$ cat config.mk
export PLATFORM = sky130hd
export DESIGN_NAME = bcd_display_conv_flat
export DESIGN_NICKNAME = d
export VERILOG_FILES = /design/src/rtl/bcd_display_conv_if.sv /design/src/rtl/bcd_display_conv.sv /design/src/flat_wrapper.sv
export SDC_FILE = /design/constraint.sdc
export NUM_CORES = 1
export LEC_CHECK = 0
export BUFFER_PORTS_ARGS = -buffer_cell sky130_fd_sc_hd__buf_2
export CAP_MARGIN = 5
export CORE_MARGIN = 2
export CORE_UTILIZATION = 50
export DETAILED_ROUTE_END_ITERATION = 10
export PLACE_DENSITY_LB_ADDON = 0.2
export RECOVER_POWER = 100
export SYNTH_ARGS = -nofsm -noshare
export SYNTH_HDL_FRONTEND = slang
export SYNTH_SLANG_ARGS = --single-unit
$ cat constraint.sdc
create_clock -name clk -period 2.82 [get_ports clk]
set_input_delay 0.141 -clock clk [delete_from_list [all_inputs] [get_ports clk]]
set_output_delay 0.141 -clock clk [all_outputs]
set_load 0.01 [all_outputs]
$ cat src/rtl/bcd_display_conv_if.sv
// Handshake and result bundle between the register-file read port, the
// binary-to-BCD converter and the seven-segment digit decoders.
interface bcd_display_conv_if #(
    parameter int WIDTH  = 16,
    parameter int DIGITS = 5
);
    logic                  in_valid;
    logic                  in_ready;
    logic [WIDTH-1:0]      in_data;
    logic                  out_valid;
    logic [4*DIGITS-1:0]   bcd;
    logic [DIGITS-1:0]     blank;
    logic                  busy;

    modport master (
        output in_valid,
        output in_data,
        input  in_ready,
        input  out_valid,
        input  bcd,
        input  blank,
        input  busy
    );

    modport slave (
        input  in_valid,
        input  in_data,
        output in_ready,
        output out_valid,
        output bcd,
        output blank,
        output busy
    );
endinterface

$ cat src/rtl/bcd_display_conv.sv
// Sequential double-dabble converter: one 16-bit value per handshake, one
// shift-and-add-3 iteration per clock, registered BCD digits plus blanking mask.
module bcd_display_conv #(
    parameter int WIDTH  = 16,
    parameter int DIGITS = 5
) (
    input logic               clk,
    input logic               rst_n,
    bcd_display_conv_if.slave bus
);

    localparam int                  BCD_W     = 4 * DIGITS;
    localparam int                  CNT_W     = $clog2(WIDTH);
    localparam logic [CNT_W-1:0]    CNT_LAST  = CNT_W'(WIDTH - 1);
    localparam logic [CNT_W-1:0]    CNT_ONE   = CNT_W'(1);
    localparam logic [DIGITS-1:0]   BLANK_RST = {{(DIGITS-1){1'b1}}, 1'b0};

    typedef enum logic [1:0] {
        IDLE = 2'd0,
        CONV = 2'd1,
        DONE = 2'd2
    } state_t;

    state_t              state_q;
    logic [WIDTH-1:0]    bin_q;
    logic [BCD_W-1:0]    scratch_q;
    logic [CNT_W-1:0]    cnt_q;
    logic [BCD_W-1:0]    bcd_q;
    logic [DIGITS-1:0]   blank_q;
    logic                out_valid_q;

    logic [BCD_W-1:0]    scratch_adj_d;
    logic [BCD_W-1:0]    scratch_d;
    logic [WIDTH-1:0]    bin_d;

    function automatic logic [3:0] add3(input logic [3:0] digit);
        return (digit >= 4'd5) ? digit + 4'd3 : digit;
    endfunction

    // A digit blanks only when it and every more significant digit are zero;
    // the units digit always shows so that zero renders as "0".
    function automatic logic [DIGITS-1:0] blank_mask(input logic [BCD_W-1:0] s);
        logic [DIGITS-1:0] m;
        logic              all_zero;
        all_zero = 1'b1;
        m        = '0;
        for (int i = DIGITS - 1; i >= 0; i--) begin
            all_zero = all_zero & (s[4*i +: 4] == 4'd0);
            m[i]     = all_zero;
        end
        m[0] = 1'b0;
        return m;
    endfunction

    always_comb begin
        scratch_adj_d = '0;
        for (int i = 0; i < DIGITS; i++) begin
            scratch_adj_d[4*i +: 4] = add3(scratch_q[4*i +: 4]);
        end
        {scratch_d, bin_d} = {scratch_adj_d, bin_q} << 1;
    end

    always_ff @(posedge clk or negedge rst_n) begin
        if (!rst_n) begin
            state_q     <= IDLE;
            bin_q       <= '0;
            scratch_q   <= '0;
            cnt_q       <= '0;
            bcd_q       <= '0;
            blank_q     <= BLANK_RST;
            out_valid_q <= 1'b0;
        end else begin
            out_valid_q <= 1'b0;
            unique case (state_q)
                IDLE: begin
                    if (bus.in_valid) begin
                        bin_q     <= bus.in_data;
                        scratch_q <= '0;
                        cnt_q     <= '0;
                        state_q   <= CONV;
                    end
                end
                CONV: begin
                    bin_q     <= bin_d;
                    scratch_q <= scratch_d;
                    cnt_q     <= cnt_q + CNT_ONE;
                    if (cnt_q == CNT_LAST) begin
                        state_q <= DONE;
                    end
                end
                DONE: begin
                    bcd_q       <= scratch_q;
                    blank_q     <= blank_mask(scratch_q);
                    out_valid_q <= 1'b1;
                    state_q     <= IDLE;
                end
                default: state_q <= IDLE;
            endcase
        end
    end

    assign bus.in_ready  = (state_q == IDLE);
    assign bus.busy      = (state_q != IDLE);
    assign bus.out_valid = out_valid_q;
    assign bus.bcd       = bcd_q;
    assign bus.blank     = blank_q;

endmodule

$ cat src/flat_wrapper.sv
// flat-port wrapper written by rule: the top's interface ports become plain ports
module bcd_display_conv_flat 
#(
    parameter int WIDTH  = 16,
    parameter int DIGITS = 5
)
  (clk, rst_n, bus_in_valid, bus_in_data, bus_in_ready, bus_out_valid, bus_bcd, bus_blank, bus_busy);
  bcd_display_conv_if #(.WIDTH(WIDTH), .DIGITS(DIGITS)) bus_i ();
  input logic clk;
  input logic rst_n;
  input wire logic [$bits(bus_i.in_valid)-1:0] bus_in_valid;
  input wire logic [$bits(bus_i.in_data)-1:0] bus_in_data;
  output wire logic [$bits(bus_i.in_ready)-1:0] bus_in_ready;
  output wire logic [$bits(bus_i.out_valid)-1:0] bus_out_valid;
  output wire logic [$bits(bus_i.bcd)-1:0] bus_bcd;
  output wire logic [$bits(bus_i.blank)-1:0] bus_blank;
  output wire logic [$bits(bus_i.busy)-1:0] bus_busy;
  assign bus_i.in_valid = bus_in_valid;
  assign bus_i.in_data = bus_in_data;
  assign bus_in_ready = bus_i.in_ready;
  assign bus_out_valid = bus_i.out_valid;
  assign bus_bcd = bus_i.bcd;
  assign bus_blank = bus_i.blank;
  assign bus_busy = bus_i.busy;
  bcd_display_conv #(.WIDTH(WIDTH), .DIGITS(DIGITS)) u_core (.clk(clk), .rst_n(rst_n), .bus(bus_i));
endmodule
After elaboration in Yosys (flattened, before gate mapping)
Index checks and enable logic that the tools add are counted.
{ "word_totals": {"register_bits": 67, "input_bits": 19, "out_inout_bits": 28, "word_cells": 50} }
{ "op_classes": {"n_addsub": 6, "magnitude_cmp": 5, "n_eq_ne": 5, "muxes": 15, "bitwise": 3, "reduce_logical": 9} }
{ "op_table": {"columns": ["operator", "count"], "rows": [
  ["$pmux W20 S2", 1],
  ["$pmux W16 S2", 1],
  ["$ge A4 B3 Y1 const B", 5],
  ["$mux W20", 1],
  ["$mux W4", 5],
  ["$add A4 B2 Y4 const B", 4],
  ["$logic_not A4 Y1", 4],
  ["$mux W16", 1],
  ["$pmux W4 S2", 1],
  ["$add A4 B1 Y4 const B", 1],
  ["$eq A4 B4 Y1 const B", 1],
  ["$mux W2", 2],
  ["$pmux W2 S2", 1],
  ["$reduce_and A2 Y1", 2],
  ["$reduce_bool A2 Y1", 2],
  ["$add A3 B2 Y3 const B", 1],
  ["$and A1 B1 Y1", 3],
  ["$mux W3", 1],
  ["$eq A2 B1 Y1 const B", 1],
  ["$eq A2 B2 Y1 const B", 1],
  ["$logic_not A2 Y1", 1],
  ["$ne A2 B1 Y1 const B", 1],
  ["$ne A2 B2 Y1 const B", 1],
  ["$mux W1", 1]
]} }

Longest topological paths before layout
Gate-level depths: netlist of the first run.
{ "depth": {"ltp_word": 4, "ltp_mapped": 6, "mapped_depth_nobuf": 6} }

Worst setup path after synthesis of the first run
Ideal clock, no wire load.
{ "synth_path": {"kind": "reg-to-reg", "start": "reg u_core.scratch_q[16]", "end": "reg u_core.blank_q[1], in the netlist u_core.bus.blank[1]", "setup_time_ps": 72, "arrival_time_ps": 2100, "t_required_ps": 2748, "path_slack_ps": 648, "path_stages_with_launch": 7, "path_buffers": 0, "synth_period_minus_slack_ps": 2172, "path_cell_list": "dfrtp_1 > inv_1 > ha_1 > or3b_1 > or4b_1 > or4b_1 > o21ai_1"} }
{ "synth_via": {"elab_chain_cells": 4} }
{ "synth_rtl": {"columns": ["item", "line_no", "text"], "rows": [
  ["from (decl)", "bcd_display_conv.sv:26", "logic [BCD_W-1:0] scratch_q;"],
  ["from (signal assigned)", "bcd_display_conv.sv:85", "scratch_q <= scratch_d;"],
  ["$logic_not A4 Y1", "bcd_display_conv.sv:48", "all_zero = all_zero & (s[4*i +: 4] == 4'd0);"],
  ["$and A1 B1 Y1 (3 in series)", "bcd_display_conv.sv:48", null],
  ["to (signal assigned)", "bcd_display_conv.sv:93", "blank_q <= blank_mask(scratch_q);"],
  ["to (decl)", "bcd_display_conv.sv:29", "logic [DIGITS-1:0] blank_q;"]
]} }
Every way passes these cells.
A chain may end at the register's enable or synchronous reset.

Worst setup path after layout of the first run
{ "layout_path": {"start": "reg u_core.scratch_q[16]", "end": "reg u_core.blank_q[2], in the netlist u_core.bus.blank[2]"} }
{ "layout_via": {"elab_chain_cells": 3} }
{ "layout_rtl": {"columns": ["item", "line_no"], "rows": [
  ["$logic_not A4 Y1", "bcd_display_conv.sv:48"],
  ["$and A1 B1 Y1 (2 in series)", "bcd_display_conv.sv:48"]
]} }
Every way passes these cells.

==> results of run 1 <==
[layer usage]
| layer | track usage (%) | vias to the layer above |
|---|---|---|
| li1 | - | 1164 |
| met1 | 25.2 | 1154 |
| met2 | 31.0 | 56 |
| met3 | 4.97 | 9 |
| met4 | 6.26 | 0 |
| met5 | 0 | - |
[how the worst max path moves through the flow]
stage / from / slack, ps / end / cells after the start
2_1_floorplan: u_core.scratch_q[16] / 650 / u_core.bus.blank[1] / 6
3_3_place_gp: u_core.scratch_q[16] / 570 / u_core.bus.blank[1] / 6
3_5_place_dp: u_core.scratch_q[16] / 480 / u_core.bus.blank[2] / 6
4_1_cts: u_core.scratch_q[16] / 450 / u_core.bus.blank[2] / 6
5_1_grt: u_core.state_q[0] / 250 / u_core.scratch_q[16] / 5
6_report: u_core.scratch_q[16] / 410 / u_core.bus.blank[2] / 6
[final cells by class]
type,count,area [um2]
clock buffers,9,124
well taps,75,93.8
inverters,13,48.8
clock inverters,7,68.8
fillers,536,2400
flip-flops and latches,67,1680
multi-input cells,203,1340
repair buffers,53,233
[power by group through the flow]
stage / combinational [mW] / clock (mW) / sequential [mW]
2_1_floorplan: 1.03 / 0 / 1.55
3_3_place_gp: 1.39 / 0 / 1.59
3_5_place_dp: 1.42 / 0 / 1.60
4_1_cts: 1.43 / 0.797 / 1.59
5_1_grt: 1.57 / 0.850 / 1.65
6_report: 1.36 / 0.780 / 1.59
[per-stage QoR]
stage          hold WS [ps]  power [mW]  setup WS [ps]  util (%)  cell area, um2
3_3_place_gp            383        2.98            572      57.6            3450
2_1_floorplan          -155        2.58            648         -            3140
6_report               44.2        3.73            412      59.9            3590
4_1_cts                10.5        3.82            451      60.8            3640
5_1_grt                28.5        4.07            246      59.9            3590
3_5_place_dp            387        3.02            482      57.6            3450
[state kept, by name, indices dropped and copies added, names as in the netlist]
| name | cells |
|---|---|
| u_core.state_q | 2 |
| u_core.bus.out_valid | 1 |
| u_core.cnt_q | 4 |
| u_core.bin_q | 16 |
| u_core.bus.bcd | 20 |
| u_core.bus.blank | 4 |
| u_core.scratch_q | 20 |
[layout by cell type, fill, tap and decap left out, types with 7 or more instances in the layout]
cell	count
nand2b_1	7
o21ai_0	37
a21oi_1	21
clkbuf_8	9
buf_2	19
dfrtp_1	63
nor2b_1	14
a22oi_1	13
mux2_2	10
nand2_1	26
clkbuf_1	30
o22ai_1	8
inv_1	13
ha_1	14
nand3_1	7
[cell families (layout without fill, tap and decap cells)]
group / count (synthesis) / count (layout) / share of synthesized area [%]
AO/OA/AOI/OAI: 102 / 102 / 20.2
XOR/XNOR: 6 / 6 / 1.68
adder cells (fa/ha/maj): 14 / 14 / 5.58
buffers and inverters: 30 / 82 / 3.71
flip-flops: 67 / 67 / 53.6
multiplexers: 10 / 10 / 3.59
other: 1 / 1 / 0.120
AND/OR/NAND/NOR: 70 / 70 / 11.5
[worst max-delay path: stages (launching register included)]
cell,delay (ps)
dfrtp_1,390
inv_1,140
ha_1,230
or3b_1,390
or4b_1,490
or4b_1,500
o21ai_0,190
==> impl_metrics.toml, run 1 <==
[synthesis]
yosys.area.top_type = "dfrtp_1"
syn_nets = 333
ys.flop_type = "dfrtp_1"
yosysWarnings = 0
synthCells = 300
syn_area_um2 = 3140
ys_ff_latch = 67
synth.distinct_cells = 34
avgSynthCellArea_um2 = 10.5
ys_seq_area_share_pct = 53.6
synth.most_common_cell = "dfrtp_1"
synthArstFlopShare_pct = 100
synth_area_leaders = "dfrtp_1 (50%), ha_1 (5.6%), o21ai_0 (5.6%)"
synth_common_cells = "dfrtp_1 (63), o21ai_0 (35), nand2_1 (26)"
synth-edff-count = 0
synthDominantCellAreaShare_pct = 50.3

[critical_path]
start_kind = "register"
endpoint_kind = "register"
rrSetupSlack_ps = 410
rr_endpoint = "u_core.bus.blank[2]"
critPathMaxFanout = 4
r2r_start = "u_core.scratch_q[16]"
reg2reg_depth = 6
critPathRequiredTime_ps = 3080
path_class = "register to register"
critPathArrivalTime_ps = 2660

[route]
dr.first_iter.drc_count = 118
wirelength_mm = 6.16
wl_met2_mm = 2.88
route.detailed.drc = 0
wl_per_cell_um = 14.4
vias = 2383
ant_nets = 0
wl_met3_um = 290
wl_met1_mm = 2.89
vias_per_cell = 5.58
dr.pass1.iters = 4
top_layer_used = "met4"

[power_and_ir_drop]
irDropWorstVdd_v = 0.000607
p_switching_mw = 1.44
clockPowerShare_pct = 20.9
p_leak_nw = 1.60
powerDensity_nw_per_um2 = 1040
sw_frac_of_total_pct = 38.6
sequentialPowerShare_pct = 42.7
intPower_mw = 2.29
combPwrFrac_pct = 36.4

[job]
maxCapViolations = 1

[timing]
period_share_pct = 85.4
tns_ps = 0
rsz0062_at_grt = "false"
clock_skew_ps = 12.4
period_needed_ps = 2410
worst_pin_slew_ps = 1610
timing.fmax_mhz = 415
maxSlewHeadroom_pct = -7.38
report.final.slew_viol_count = 68
hold_viol = 0
final-setup-viol-count = 0

[floorplan]
die-height_um = 83.2
die_area_um2 = 6920
rows = 28
core_um2 = 5990
die_x_um = 83.2
start_util_pct = 52.4
pin_count = 47

[cts]
ctsResizeCount = 0
cts_hold_buf = 0
cts_setup_buffers = 0
clock_latency_ps = 340
cts_tree = "yes"
cts_buffer_depth = 2
clk_pin_slew_ps = 80
clock-sinks = 67
clockRootBuffer = "clkbuf_8"
cts_buffers = 9
htree_levels = 3

[worst_hold_path]
hold_path.class = "input pin to register"
hold_path.startpoint = "bus_in_data[0]"
min_to = "u_core.bin_q[0]"
hold_path_depth = 2

[global_route]
grt_pass1_wl_mm = 10.9
first_global_vias = 2321
grt_overflow_total = 0
grt_antenna_before_repair = 0
track_usage_pct = 19.2
grt_max_degree = 68

[cells_and_area]
instances_no_fill = 427
layout-drive-gt1-share_pct = 15.1
nets = 380
area_growth_syn_to_layout_pct = 14.4
antenna_cells = 0

[place]
gp_congestion = 0.745
placed_cells = 411
port_buffers = 45
dpl.hpwl_mm = 4.03

[status]
outcome = "finished with violations"
violations = "max-capacitance violations, max-slew violations"
Power figures use the tool's default switching activity.
==> run 2, diff against run 1 <==
--- a/config.mk
+++ b/config.mk
@@ -10,6 +10,7 @@
 export CORE_MARGIN = 2
 export CORE_UTILIZATION = 50
 export DETAILED_ROUTE_END_ITERATION = 10
+export GPL_TIMING_DRIVEN = 0
 export PLACE_DENSITY_LB_ADDON = 0.2
 export RECOVER_POWER = 100
 export SYNTH_ARGS = -nofsm -noshare
==> impl_metrics.toml, run 2 (synthesized netlist as in run 1, its figures left out) <==
[route]
ant_nets = 0
vias = 2472
dr.pass1.iters = 4
wl_per_cell_um = 15.4
wirelength_mm = 6.73
vias_per_cell = 5.66
dr.first_iter.drc_count = 177
route.detailed.drc = 0

[place]
dpl.hpwl_mm = 4.51
placed_cells = 420
port_buffers = 45
gp_congestion = 0.862
post-place-ws_ps = 428

[global_route]
grt_overflow_total = 0
track_usage_pct = 20.4
grt_max_degree = 68
grt_antenna_before_repair = 0
grt_pass1_wl_mm = 11.4
first_global_vias = 2426

[power_and_ir_drop]
irDropWorstVdd_v = 0.000494
p_leak_nw = 1.61
powerDensity_nw_per_um2 = 1040
p_total_mw = 3.78

[cts]
htree_levels = 3
ctsResizeCount = 0
clock_latency_ps = 340
cts_buffer_depth = 2
cts_hold_buf = 1
cts_tree = "yes"
clk_pin_slew_ps = 70
clock-sinks = 67
cts_buffers = 9
cts_setup_buffers = 0
clockRootBuffer = "clkbuf_8"

[worst_hold_path]
hold_path_depth = 2
hold_path.class = "input pin to register"

[floorplan]
die-height_um = 83.2
start_util_pct = 52.4
die_x_um = 83.2
die_area_um2 = 6920
rows = 28
pin_count = 47
core_um2 = 5990

[timing]
tns_ps = 0
rsz0062_at_grt = "false"
final-setup-viol-count = 0
report.final.slew_viol_count = 68
hold_viol = 0
worst_pin_slew_ps = 1650
timing.fmax_mhz = 413
maxSlewHeadroom_pct = -9.87
period_share_pct = 85.9
clock_skew_ps = 5.52
period_needed_ps = 2420
fin_ws_ps = 398

[cells_and_area]
layout-drive-gt1-share_pct = 13.8
fillers = 549
area_growth_syn_to_layout_pct = 15.6
final_cell_mix = "dfrtp_1 (63), clkbuf_1 (44), o21ai_0 (37)"
antenna_cells = 0
instances_no_fill = 437
nets = 390
layout_commonest_cell = "dfrtp_1"
fin_util_pct = 60.5

[status]
violations = "max-capacitance violations, max-slew violations"
outcome = "finished with violations"

[critical_path]
max_stage_delay_ps = 500
cp_top_family = "simple AND/OR/NAND/NOR gates"
critPathArrivalTime_ps = 2690
crit_slowest_cell = "or4b_1"
r2r_start = "u_core.scratch_q[16]"
cp_common_cell = "or4b_1"
critPathLaunch = "u_core.scratch_q[16]"
critPathBufInv = 1
rr_endpoint = "u_core.bus.blank[1]"
critPathRequiredTime_ps = 3090
reg2reg_depth = 6
rrSetupSlack_ps = 400
start_kind = "register"
endpoint_kind = "register"
path_class = "register to register"
crit_chain = "inv_1 -> ha_1 -> or3b_1 -> or4b_1 -> or4b_1 -> o21ai_0"
worstSetupEndpoint = "u_core.bus.blank[1]"
critPathMaxFanout = 4
path_depth = 6

[job]
maxCapViolations = 1
[run 2: per-stage QoR]
| stage | hold slack, ps | area, um2 |
|---|---|---|
| detailed placement | 300 | 3460 |
| CTS | 59.2 | 3660 |
| finish | 67.5 | 3630 |
| global route | 71.2 | 3630 |
| floorplan | -155 | 3140 |
| global placement | 400 | 3460 |
[run 2: report_power, final]
group / internal, mW / switching [mW]
combinational: 0.598 / 0.836
clock: 0.428 / 0.358
sequential: 1.30 / 0.260
total: 2.32 / 1.45
[run 2: how the worst min path moves through the flow]
stage / slack (ps) / end / startpoint
finish: 70 / u_core.bin_q[0] / bus_in_data[0]
global route: 70 / u_core.bin_q[0] / bus_in_data[0]
CTS: 60 / u_core.bin_q[0] / bus_in_data[0]
detailed placement: 300 / u_core.bus.bcd[6] / rst_n
global placement: 400 / u_core.bin_q[0] / bus_in_data[0]
floorplan: -150 / u_core.bin_q[0] / rst_n
[run 2: area by class of cell]
type,count,area [um2],share of cell area [%]
buffer,17,67.6,1.86
clock buffer,11,141,3.90
clock inverter,5,52.6,1.45
inverter,13,48.8,1.35
multi-input combinational,203,1340,36.9
sequential,67,1680,46.4
tap,75,93.8,2.59
timing repair buffer,46,201,5.56
[run 2: routing by layer]
| layer | up-vias | GRT usage, % | share of wire (%) |
|---|---|---|---|
| li1 | 1184 | - | - |
| met4 | 0 | 9.09 | 2.6 |
| met3 | 14 | 3.88 | 5.4 |
| met1 | 1196 | 26.5 | 45 |
| met5 | - | 0 | 0 |
| met2 | 78 | 33.4 | 47 |
